[src/rtl/enc_pkg.sv]
// rtl/enc_pkg.sv - shared types and constants for the encoder scan controller
package enc_pkg;

    localparam int VALUE_W = 8;
    localparam int CH_W    = 3;

    typedef enum logic [2:0] {
        IDLE   = 3'd0,
        SAMPLE = 3'd1,
        DECODE = 3'd2,
        WRITE  = 3'd3,
        LOAD   = 3'd4
    } state_e;

    typedef enum logic [1:0] {
        STEP_NONE = 2'd0,
        STEP_INC  = 2'd1,
        STEP_DEC  = 2'd2
    } step_e;

endpackage

[src/rtl/quad_step_decode.sv]
// rtl/quad_step_decode.sv - combinational quadrature step decoder shared by all channels
module quad_step_decode
    import enc_pkg::*;
(
    input  logic [3:0] key_i,
    output step_e      step_o
);

    // key is {a, prev_a, b, prev_b}
    always_comb begin
        step_o = STEP_NONE;
        case (key_i)
            4'b1000, 4'b0111: step_o = STEP_INC;
            4'b0010, 4'b1101: step_o = STEP_DEC;
            default:          step_o = STEP_NONE;
        endcase
    end

endmodule

[src/rtl/enc_scan_ctrl.sv]
// rtl/enc_scan_ctrl.sv - round-robin encoder scanner with host presets; ENC_SATURATE_EN selects saturating arithmetic
module enc_scan_ctrl
    import enc_pkg::*;
#(
    parameter int NUM_CH   = 3,
    parameter int SCAN_DIV = 8
) (
    input  logic                      clk,
    input  logic                      reset_n,
    input  logic [NUM_CH-1:0]         enc_a,
    input  logic [NUM_CH-1:0]         enc_b,
    input  logic                      load_req,
    input  logic [CH_W-1:0]           load_ch,
    input  logic [VALUE_W-1:0]        load_val,
    output logic                      load_ack,
    output logic [VALUE_W*NUM_CH-1:0] values,
    output logic                      upd_valid,
    output logic [CH_W-1:0]           upd_ch,
    output logic [VALUE_W-1:0]        upd_val
);

    localparam int CNT_W = (SCAN_DIV > 1) ? $clog2(SCAN_DIV) : 1;
    localparam int PTR_W = (NUM_CH > 1) ? $clog2(NUM_CH) : 1;
    localparam logic [PTR_W-1:0] LAST_PTR = PTR_W'(NUM_CH - 1);
    localparam logic [CH_W-1:0]  LAST_CH  = CH_W'(NUM_CH - 1);

    logic [NUM_CH-1:0]  a_s1_q, a_s2_q, b_s1_q, b_s2_q;
    logic [NUM_CH-1:0]  prev_a_q, prev_b_q;
    logic               smp_a_q, smp_b_q;
    logic [PTR_W-1:0]   ptr_q;
    logic [CNT_W-1:0]   scan_cnt_q;
    logic               tick_pend_q, tick_pend_d;
    state_e             state_q, state_d;
    step_e              step_q, step_dec;
    logic [VALUE_W-1:0] value_q [NUM_CH];
    logic               load_ack_q, upd_valid_q;
    logic [CH_W-1:0]    upd_ch_q;
    logic [VALUE_W-1:0] upd_val_q;

    logic               tick, slot_start, sat_hit, step_wr;
    logic [VALUE_W-1:0] cur_val, nxt_val;

    assign tick = (scan_cnt_q == '0);

    quad_step_decode u_dec (
        .key_i  ({smp_a_q, prev_a_q[ptr_q], smp_b_q, prev_b_q[ptr_q]}),
        .step_o (step_dec)
    );

    always_comb begin
        state_d    = state_q;
        slot_start = 1'b0;
        case (state_q)
            IDLE: begin
                if (load_req) begin
                    state_d = LOAD;
                end else if (tick || tick_pend_q) begin
                    state_d    = SAMPLE;
                    slot_start = 1'b1;
                end
            end
            SAMPLE:  state_d = DECODE;
            DECODE:  state_d = WRITE;
            WRITE:   state_d = IDLE;
            LOAD:    state_d = IDLE;
            default: state_d = IDLE;
        endcase
        // a tick not consumed by a slot start this cycle is remembered
        tick_pend_d = slot_start ? 1'b0 : (tick | tick_pend_q);
    end

    always_comb begin
        cur_val = value_q[ptr_q];
        nxt_val = (step_q == STEP_INC) ? cur_val + VALUE_W'(1) : cur_val - VALUE_W'(1);
`ifdef ENC_SATURATE_EN
        sat_hit = ((step_q == STEP_INC) && (cur_val == '1)) ||
                  ((step_q == STEP_DEC) && (cur_val == '0));
`else
        sat_hit = 1'b0;
`endif
        step_wr = (state_q == WRITE) && (step_q != STEP_NONE) && !sat_hit;
    end

    always_ff @(posedge clk or negedge reset_n) begin
        if (!reset_n) begin
            state_q <= IDLE;
        end else begin
            state_q <= state_d;
        end
    end

    always_ff @(posedge clk or negedge reset_n) begin
        if (!reset_n) begin
            a_s1_q      <= '0;
            a_s2_q      <= '0;
            b_s1_q      <= '0;
            b_s2_q      <= '0;
            prev_a_q    <= '0;
            prev_b_q    <= '0;
            smp_a_q     <= 1'b0;
            smp_b_q     <= 1'b0;
            ptr_q       <= '0;
            scan_cnt_q  <= '0;
            tick_pend_q <= 1'b0;
            step_q      <= STEP_NONE;
            load_ack_q  <= 1'b0;
            upd_valid_q <= 1'b0;
            upd_ch_q    <= '0;
            upd_val_q   <= '0;
            for (int i = 0; i < NUM_CH; i++) begin
                value_q[i] <= '0;
            end
        end else begin
            a_s1_q      <= enc_a;
            a_s2_q      <= a_s1_q;
            b_s1_q      <= enc_b;
            b_s2_q      <= b_s1_q;
            scan_cnt_q  <= tick ? CNT_W'(SCAN_DIV - 1) : scan_cnt_q - CNT_W'(1);
            tick_pend_q <= tick_pend_d;
            load_ack_q  <= 1'b0;
            upd_valid_q <= 1'b0;
            case (state_q)
                SAMPLE: begin
                    smp_a_q <= a_s2_q[ptr_q];
                    smp_b_q <= b_s2_q[ptr_q];
                end
                DECODE: begin
                    step_q          <= step_dec;
                    prev_a_q[ptr_q] <= smp_a_q;
                    prev_b_q[ptr_q] <= smp_b_q;
                end
                WRITE: begin
                    if (step_wr) begin
                        value_q[ptr_q] <= nxt_val;
                        upd_valid_q    <= 1'b1;
                        upd_ch_q       <= CH_W'(ptr_q);
                        upd_val_q      <= nxt_val;
                    end
                    ptr_q <= (ptr_q == LAST_PTR) ? '0 : ptr_q + PTR_W'(1);
                end
                LOAD: begin
                    load_ack_q <= 1'b1;
                    if (load_ch <= LAST_CH) begin
                        value_q[load_ch[PTR_W-1:0]] <= load_val;
                        upd_valid_q                 <= 1'b1;
                        upd_ch_q                    <= load_ch;
                        upd_val_q                   <= load_val;
                    end
                end
                default: ;
            endcase
        end
    end

    always_comb begin
        values = '0;
        for (int i = 0; i < NUM_CH; i++) begin
            values[i*VALUE_W +: VALUE_W] = value_q[i];
        end
    end

    assign load_ack  = load_ack_q;
    assign upd_valid = upd_valid_q;
    assign upd_ch    = upd_ch_q;
    assign upd_val   = upd_val_q;

endmodule

[config.mk]
export PLATFORM = sky130hd
export DESIGN_NAME = enc_scan_ctrl
export DESIGN_NICKNAME = d
export VERILOG_FILES = /design/src/rtl/enc_pkg.sv /design/src/rtl/quad_step_decode.sv /design/src/rtl/enc_scan_ctrl.sv
export SDC_FILE = /design/constraint.sdc
export NUM_CORES = 1
export LEC_CHECK = 0
export CORE_MARGIN = 8
export CORE_UTILIZATION = 45
export CTS_CLUSTER_DIAMETER = 60
export DETAILED_ROUTE_END_ITERATION = 7
export GPL_TIMING_DRIVEN = 0
export PLACE_DENSITY_LB_ADDON = 0.08
export SLEW_MARGIN = 20
export SYNTH_ARGS = -nofsm -noshare
export SYNTH_HDL_FRONTEND = slang
export SYNTH_SLANG_ARGS = --single-unit
[constraint.sdc]
create_clock -name clk -period 4.4 [get_ports clk]
set_input_delay 0.88 -clock clk [delete_from_list [all_inputs] [get_ports clk]]
set_output_delay 0.88 -clock clk [all_outputs]
set_load 0.01 [all_outputs]
==> reports/results.txt, run 1 <==
Root Buffer Master -> clkbuf_8
Fmax -> 257 MHz
Pwr Density -> 844 nW/µm²
Port Buffer Count -> 56
Pre-Repair DR Iteration Count -> 5
GPL Wtd Cong -> 0.886
Gr usage total -> 0.187
Area Growth Syn to Fin -> 26.4%
R2R depth -> 13
Worst Path Arrival -> 4.07 ns
Hold-fix buffers, CTS -> 0
Vias -> 2,890
CTS resizes -> 0
Fin util -> 0.584
Postcts setup bufs -> 0
Final Non-Filler Cells -> 521
Hold Vio Cnt, Final -> 0
Die Wd -> 102 µm
Tot Pwr -> 3.58 mW
Die area -> 10,500 µm²
Vias in the first global route -> 2,895
Rows -> 31
Critical Path Start -> ptr_q[0]
Worst-Margin Slew -> 0.925 ns
Syn nets -> 376
Synthesized cell area -> 3350 µm²
Slew Viols, Final -> 0
Routed wire length -> 9310 µm
Top-Level Pins -> 57
FILL cells -> 673
CTS buffer count -> 9
Number of max-cap violations -> 0
Clock sinks -> 68
WS Path Type -> flop to flop
Worst IR Drop VDD -> 414 µV
Design area -> 4240 µm²
Via density -> 5.55
Syn Area/Cell -> 9.60 µm²
Number of flip-flops in the largest register -> 24
WP data required -> 4.58 ns
Critical R2R Launch -> ptr_q[0]
Synth Warn # -> 0
Synth Instances -> 349
Die Y -> 102 µm
Dpl cells -> 505
Final nets -> 444
RSZ-0062 raised after global routing -> false
Clock period minus worst slack -> 3.89 ns
DRC Markers -> 0
DRT iter0 DRCs -> 173
ANT cells -> 0
WHS Path Cells -> 0
Distinct cell type count after synthesis -> 45
Relative slew slack -> 0.379
FFs w/ async S/R, synth -> 1.00
Skew-Pair Late Insertion Delay -> 0.35 ns
Post-route ant nets -> 0
Detailed Place HPWL -> 6830 µm
Clk_skew -> 0.00893 ns
Place WS -> 0.517 ns
Commonest non-fill, non-tap cell in the layout -> dfrtp_1
Sequential share of the synthesized area -> 0.508
Crit-path max FO -> 10
Core footprint -> 7250 µm²
Type of origin of the critical path -> flop
CP endpoint -> values[15]
Placed Area -> 4060 µm²
Crit share post-route -> 0.883
EDFF count, synth -> 0
First-pass GRT wire length -> 14,900 µm
Grt total ovfl -> 0
H-tree Lvls -> 3
R2r endpoint -> values[15]
Most frequent cells in the layout -> dfrtp_1, clkdlybuf4s50_1, nand2_1, nor2_1, o21ai_0
Setup slack after layout -> 0.514 ns
Status -> finished, final reports clean
Final setup vio count -> 0
TritonCTS clock tree -> done
Largest net degree at the start of global routing -> 52
Hold crit path type -> flop to flop
Starting density of the core -> 0.462
Antenna violations before repair -> 0
Worst hold slack -> 0.350 ns
Pleak -> 1.81 nW
Worst-path clk slew -> 0.07 ns
Layout cells sized above 1 -> 0.0900
Critical path capture point type -> flop
Maximum clock path buffer count -> 2
Ys flop type -> dfrtp_1
Setup TNS -> 0 ns
Flops & latches, synth -> 68
R2R setup slack -> 0.51 ns
Wire length per cell -> 17.9 µm
## report_power, final
| group | switching [mW] | internal (mW) |
|---|---|---|
| Clock | 0.244 | 0.219 |
| Combinational | 1.19 | 0.925 |
| Sequential | 0.151 | 0.844 |
## logic make-up after synthesis
logic type	count (synthesis)	synth area share
simple gates	123	0.163
compound gates	90	0.169
flops	68	0.508
buf+inv	29	0.0355
mux	20	0.0623
xor+xnor	10	0.0284
fa+ha+maj	9	0.0343
## cell usage after synthesis, types with 5 or more instances
library cell / number / share of area
nand2_1: 54 / 0.060
buf_2: 5 / 0.0075
nor2_1: 36 / 0.040
dfrtp_1: 68 / 0.51
clkbuf_1: 8 / 0.0090
mux2i_1: 13 / 0.039
a21oi_1: 19 / 0.028
a31oi_1: 8 / 0.015
inv_1: 10 / 0.011
mux2_2: 7 / 0.024
xnor2_1: 6 / 0.016
a22oi_1: 14 / 0.031
o21ai_0: 33 / 0.049
ha_1: 6 / 0.022
nor3_1: 8 / 0.012
nor2b_1: 7 / 0.013
## final cells by class
class	count	area, µm²	area share
Clock buffer	10	138	0.0325
Buffer	17	73.8	0.0174
Inverter	12	45.0	0.0106
Tap cell	99	124	0.0292
Timing Repair Buffer	57	586	0.138
Clock inverter	6	38.8	0.00915
Sequential cell	68	1700	0.402
Multi-Input combinational cell	252	1530	0.361
## worst max-delay path, cell delays in order (launching register included)
cell      delay (ns)
dfrtp_1         0.42
buf_4           0.23
buf_1           0.63
mux2i_1         0.26
nor2_1          0.06
a21oi_1         0.25
inv_1           0.08
ha_1            0.27
or3_1           0.35
o221a_2         0.15
a311o_1         0.36
o221a_4         0.31
xnor2_2         0.20
o221ai_1        0.16
## worst min-delay path by stage
stage / start / endpoint / slack [ns]
detailed placement: a_s1_q[1] / a_s2_q[1] / 0.33
CTS: a_s1_q[1] / a_s2_q[1] / 0.35
global placement: b_s1_q[2] / b_s2_q[2] / 0.33
floorplan: a_s1_q[0] / a_s2_q[0] / 0.33
global route: b_s1_q[0] / b_s2_q[0] / 0.36
finish: a_s1_q[2] / a_s2_q[2] / 0.35
## routing by layer
layer  GRT usage  routed length [µm]  vias to the layer above
met4      0.0609                 100                        0
met1       0.243                4010                     1409
met2       0.310                4500                      116
met5           0                   0                        -
met3      0.0313                 697                        9
li1            -                   -                     1356
Note: power is estimated with default switching activity, not from simulation.
==> run 2, diff against run 1 <==
--- a/config.mk
+++ b/config.mk
@@ -11,6 +11,7 @@
 export DETAILED_ROUTE_END_ITERATION = 7
 export GPL_TIMING_DRIVEN = 0
 export PLACE_DENSITY_LB_ADDON = 0.08
+export SETUP_SLACK_MARGIN = 0.4
 export SLEW_MARGIN = 20
 export SYNTH_ARGS = -nofsm -noshare
 export SYNTH_HDL_FRONTEND = slang
==> run 2 against run 1 <==
Effect of this change: wire length hardly changed; die area stayed put; via count is 0.76% lower; fmax is 5.4% higher; final cell count is 0.19% lower; combinational power hardly changed; non-clock buffer count is 1 lower; sequential share of layout area hardly changed; sequential cell count stayed put; critical path depth is 2 lower; setup slack better by 0.20 ns; largest cell class unchanged; highest routed layer unchanged.
==> reports/results.txt, run 2 (synthesis gave the netlist of run 1 again) <==
Status -> finished, final reports clean
Pwr Density -> 845 nW/µm² (about the same)
Met2 usage -> 0.310 (unchanged)
WS Path Type -> flop to flop
RSZ-0062 raised after global routing -> false
Die Wd -> 102 µm (unchanged)
Number of flip-flops in the largest register -> 24 (unchanged)
Busiest grt layer -> met2
DRC Markers -> 0 (unchanged)
Relative slew slack -> 0.364 (-0.0145)
Setup TNS -> 0 ns (unchanged)
Antenna violations before repair -> 0 (unchanged)
Post-route ant nets -> 0 (unchanged)
Top-Level Pins -> 57 (unchanged)
Worst-Margin Slew -> 0.946 ns (+0.0216 ns)
Slew Viols, Final -> 0 (unchanged)
Grt total ovfl -> 0 (unchanged)
Crit share post-route -> 0.838 (-0.0449)
Worst Path Arrival -> 3.87 ns (-0.20 ns)
Crit-path max FO -> 10 (unchanged)
Rows -> 31 (unchanged)
Most frequent cells in the layout -> dfrtp_1, clkdlybuf4s50_1, nand2_1, nor2_1, o21ai_0
Clock period minus worst slack -> 3.69 ns (-0.198 ns)
Wire length per cell -> 17.9 µm (+0.13%)
Grt met1 use -> 0.243 (unchanged)
Die Y -> 102 µm (unchanged)
Vias -> 2,868 (-0.76%)
Worst IR Drop VDD -> 414 µV (about the same)
Final setup vio count -> 0 (unchanged)
Pleak -> 1.81 nW (about the same)
Reg area -> 1700 µm² (unchanged)
First-pass GRT wire length -> 14,900 µm (unchanged)
Number of max-cap violations -> 0 (unchanged)
Die area -> 10,500 µm² (unchanged)
Root Buffer Master -> clkbuf_8
Commonest non-fill, non-tap cell in the layout -> dfrtp_1
Hold-fix buffers, CTS -> 0 (unchanged)
Pre-Repair DR Iteration Count -> 5 (unchanged)
Vias in the first global route -> 2,895 (unchanged)
DRT iter0 DRCs -> 159 (-8.1%)
Detailed Place HPWL -> 6830 µm (unchanged)
Largest net degree at the start of global routing -> 52 (unchanged)
Fmax -> 271 MHz (+5.4%)
Clock sinks -> 68 (unchanged)
Placed Area -> 4060 µm² (unchanged)
Starting density of the core -> 0.462 (unchanged)
Skew-Pair Late Insertion Delay -> 0.35 ns (about the same)
Clk_skew -> 0.00943 ns (+0.000505 ns)
ANT cells -> 0 (unchanged)
TritonCTS clock tree -> done
Via density -> 5.52 (-0.57%)
Worst-path clk slew -> 0.07 ns (about the same)
Met3 Use GR -> 0.0313 (unchanged)
Routed wire length -> 9300 µm (about the same)
Postcts setup bufs -> 0 (unchanged)
Design area -> 4230 µm² (about the same)
Hold Vio Cnt, Final -> 0 (unchanged)
Area Growth Syn to Fin -> 26.3% (about the same)
FILL cells -> 675 (+0.30%)
H-tree Lvls -> 3 (unchanged)
Maximum clock path buffer count -> 2 (unchanged)
Layout cells sized above 1 -> 0.0903 (+0.000214)
Gr usage total -> 0.187 (unchanged)
Final nets -> 443 (-0.23%)
Hold crit path type -> flop to flop
CTS buffer count -> 9 (unchanged)
Critical path capture point type -> flop
GPL Wtd Cong -> 0.886 (unchanged)
Footprint of the multi-input gates -> 1530 µm² (unchanged)
Core footprint -> 7250 µm² (unchanged)
Port Buffer Count -> 56 (unchanged)
WP data required -> 4.59 ns (about the same)
Type of origin of the critical path -> flop
-- run 2: changes by cell type in the layout (fill, tap and decap cells not counted) --
cell / delta
buf_1: -1
-- run 2: path summary, 6_finish.rpt --
kind / start / to / slack [ns] / depth (start not counted)
max: ptr_q[0] / values[15] / 0.71 / 11
min: a_s1_q[2] / a_s2_q[2] / 0.35 / 0
max reg2reg: ptr_q[0] / values[15] / 0.71 / 11
min reg2reg: a_s1_q[2] / a_s2_q[2] / 0.35 / 0
max in group asynchronous: reset_n / values[11] / 3.48 / 2
min in group asynchronous: reset_n / load_ack / 0.40 / 1
-- run 2: repair_timing --
| action | 4_1_cts | 5_1_grt |
|---|---|---|
| hold endpoints to repair | 0 | 0 |
| endpoints found under the setup margin | 0 | 7 |
| gates resized for setup | 0 | 0 |
-- run 2: final cells by class --
| type | count | area share |
|---|---|---|
| Timing Repair Buffer | 57 | 0.138 |
| Buffer | 16 | 0.0165 |
| Clock inverter | 6 | 0.00916 |
| Clock buffer | 10 | 0.0325 |
| Multi-Input combinational cell | 252 | 0.362 |
| Sequential cell | 68 | 0.402 |
| Inverter | 12 | 0.0106 |
| Tap cell | 99 | 0.0293 |
-- run 2: where the power goes --
group | internal [mW] | switching [mW]
sequential | 0.844 | 0.151
clock | 0.218 | 0.246
combinational | 0.922 | 1.19
total | 1.98 | 1.59
-- run 2: through the flow --
stage               hold slack, ns  setup slack (ns)  power [mW]   util  std cells
floorplan                    0.331              1.16        2.38      -        349
global placement             0.332             0.187        3.08  0.556        504
detailed placement           0.335             0.517        3.11  0.560        505
CTS                          0.353             0.476        3.59  0.584        521
global route                 0.361             0.589        3.85  0.584        520
finish                       0.350             0.712        3.58  0.584        520
-- run 2: routing by layer --
layer  wire (µm)  part of all wire
met2        4480              0.48
met4          89            0.0096
met5           0                 0
met3         661             0.071
met1        4070              0.44
-- run 2: critical path, stage by stage (launching register included) --
cell and delay, ns:
dfrtp_1 0.43, nor2b_1 0.45, clkbuf_1 0.57, a21oi_1 0.23, inv_1 0.10, ha_1 0.22, or3_1 0.35, o221a_2 0.15
a311o_1 0.36, o221a_4 0.31, xnor2_2 0.20, o221ai_1 0.16
==> run 3, diff against run 2 <==
==> constraint.sdc (replaced) <==
create_clock -name clk -period 3.6 [get_ports clk]
set_input_delay 0.72 -clock clk [delete_from_list [all_inputs] [get_ports clk]]
set_output_delay 0.72 -clock clk [all_outputs]
set_load 0.01 [all_outputs]
==> run 3 against run 2 <==
Effect of this change: final cell count is 0.58% higher; first-iteration DRC count is 0.63% higher; critical path depth is 1 higher; die area stayed put; wire length hardly changed; combinational power is 28% higher; core utilization is 1.6 points higher; global-route usage is 0.35 points higher; sequential cell count stayed put.
==> reports/results.txt, run 3 (synthesis gave the netlist of run 1 again) <==
Status -> finished, final reports clean
CP endpoint -> values[20]
WS Path Type -> flop to flop
Hold Vio Cnt, Final -> 0 (unchanged)
RSZ-0062 raised after global routing -> true
Antenna violations before repair -> 0 (unchanged)
Largest net degree at the start of global routing -> 45 (-13%)
Area Growth Syn to Fin -> 29.8%
Starting density of the core -> 0.462 (unchanged)
Critical path capture point type -> flop
Final setup vio count -> 0 (unchanged)
Type of origin of the critical path -> flop
Worst IR Drop VDD -> 433 µV (+4.5%)
R2R setup slack -> 0.52 ns (-0.20 ns)
CTS buffer count -> 9 (unchanged)
GPL Wtd Cong -> 0.902 (+1.8%)
Footprint of the multi-input gates -> 1560 µm² (+1.6%)
Commonest non-fill, non-tap cell in the layout -> dfrtp_1
Int Power -> 2.68 mW (+35%)
Maximum clock path buffer count -> 2 (unchanged)
Vias in the first global route -> 2,935 (+1.4%)
Net Switching -> 1.96 mW (+23%)
Die area -> 10,500 µm² (unchanged)
Top-Level Pins -> 57 (unchanged)
Detailed Place HPWL -> 6570 µm (-3.7%)
Combinational share of power -> 0.583 (-0.009)
Gr usage total -> 0.191 (+0.00350)
Grt met1 use -> 0.235 (-0.00850)
Critical Path Start -> ptr_q[0]
Slew Viols, Final -> 0 (unchanged)
Layout cells sized above 1 -> 0.108 (+0.0182)
TritonCTS clock tree -> done
DRC Markers -> 0 (unchanged)
ANT cells -> 0 (unchanged)
Hold crit path type -> input pin to async pin
H-tree Lvls -> 3 (unchanged)
R2R depth -> 12 (+1)
Routed wire length -> 9310 µm (about the same)
Grt total ovfl -> 0 (unchanged)
Most frequent cells in the layout -> dfrtp_1, clkdlybuf4s50_1, nand2_1, nor2_1, o21ai_0
Post-route ant nets -> 0 (unchanged)
Worst-path clk slew -> 0.07 ns (about the same)
Die Wd -> 102 µm (unchanged)
Worst Path Arrival -> 3.35 ns (-0.52 ns)
Clock share of power -> 0.155 (+0.025)
Number of max-cap violations -> 0 (unchanged)
Vias -> 2,895 (+0.94%)
Pre-Repair DR Iteration Count -> 4 (-1)
Port Buffer Count -> 56 (unchanged)
Worst-Margin Slew -> 0.863 ns (-0.0838 ns)
Wire length per cell -> 17.8 µm (-0.50%)
Rows -> 31 (unchanged)
Clock sinks -> 68 (unchanged)
DRT iter0 DRCs -> 160 (+0.63%)
Placed Area -> 4060 µm² (-0.15%)
Setup TNS -> 0 ns (unchanged)
Via density -> 5.54 (+0.36%)
Clk_skew -> 0.00842 ns (-0.00101 ns)
WP data required -> 3.86 ns (-0.73 ns)
Clock period minus worst slack -> 3.08 ns (-0.604 ns)
Met2 usage -> 0.319 (+0.00950)
Pwr Density -> 1070 nW/µm² (+26%)
Switching portion of total power -> 0.423 (-0.0223)
Setup slack after layout -> 0.516 ns (-0.196 ns)
Hold-fix buffers, CTS -> 0 (unchanged)
Pleak -> 1.86 nW (+3.0%)
Tot Pwr -> 4.64 mW (+30%)
Reg area -> 1700 µm² (unchanged)
Fmax -> 324 MHz (+20%)
Skew-Pair Late Insertion Delay -> 0.35 ns (about the same)
Core footprint -> 7250 µm² (unchanged)
Die Y -> 102 µm (unchanged)
Critical R2R Launch -> ptr_q[0]
FILL cells -> 660 (-2.2%)
Met3 Use GR -> 0.0436 (+0.0123)
Relative slew slack -> 0.421 (+0.0563)
Place WS -> 0.0851 ns (-0.432 ns)
Root Buffer Master -> clkbuf_8
R2r endpoint -> values[20]
First-pass GRT wire length -> 15,200 µm (+1.9%)
Sequential power share -> 0.262 (-0.016)
Busiest grt layer -> met2
Crit-path max FO -> 10 (unchanged)
Crit share post-route -> 0.857 (+0.0185)
Design area -> 4350 µm² (+2.8%)
Number of flip-flops in the largest register -> 24 (unchanged)
Final nets -> 447 (+0.90%)
run 3: cell count changes in the layout (fill, tap and decap cells not counted), moves of 2 or more:
cell       delta
buf_12        +2
clkbuf_4      +2
clkinv_2      -2
buf_4         +2
bufinv_16     +2
run 3: timing repair:
action / CTS / global route
gates cloned: 0 / 0
buffers inserted: 2 / 1
setup endpoints to repair: 12 / 7
gates resized for setup: 7 / 6
pin swaps: 0 / 2
run 3: layout make-up:
class                      count  share of cell area
multi-input combinational    252               0.357
clock inverter                 4              0.0167
buffer                        17              0.0233
timing repair buffer          60               0.138
sequential                    68               0.391
inverter                      12              0.0104
clock buffer                  11              0.0348
tap                           99              0.0285
run 3: power by group through the flow:
stage	logic (mW)	registers (mW)	clock network, mW
2_1_floorplan	1.64	1.26	0
3_3_place_gp	2.48	1.22	0
3_5_place_dp	2.51	1.23	0
4_1_cts	2.57	1.22	0.727
5_1_grt	2.98	1.26	0.756
6_report	2.71	1.22	0.719
run 3: worst min path at each step:
stage	start	to	slack, ns	depth (start not counted)
after detailed placement	b_s1_q[0]	b_s2_q[0]	0.33	0
after global routing	reset_n	a_s1_q[2]	0.30	1
after global placement	a_s1_q[2]	a_s2_q[2]	0.33	0
after CTS	reset_n	a_s1_q[2]	0.28	1
after floorplan	a_s1_q[0]	a_s2_q[0]	0.33	0
final	reset_n	a_s1_q[2]	0.28	1
run 3: routing by layer:
layer | vias up | share of wire | wire (µm)
li1 | 1366 | - | -
met1 | 1415 | 0.43 | 4020
met4 | 0 | 0.018 | 166
met5 | - | 0 | 0
met2 | 97 | 0.49 | 4540
met3 | 17 | 0.063 | 584
run 3: worst max-delay path: stages, from the launching register on:
cell and delay (ns):
dfrtp_1 0.44, nor2b_2 0.30, clkbuf_2 0.35, a21oi_2 0.11, buf_4 0.14, fa_1 0.41, inv_1 0.07, a21oi_1 0.08
maj3_1 0.37, xor2_1 0.15, nor2_1 0.23, a22oi_1 0.17, o21ai_0 0.17
run 3: metrics by stage:
stage | instances | utilization | hold slack (ns)
2_1_floorplan | 349 | - | 0.331
3_3_place_gp | 504 | 0.557 | 0.333
3_5_place_dp | 505 | 0.559 | 0.335
4_1_cts | 522 | 0.595 | 0.279
5_1_grt | 523 | 0.600 | 0.296
6_report | 523 | 0.600 | 0.277
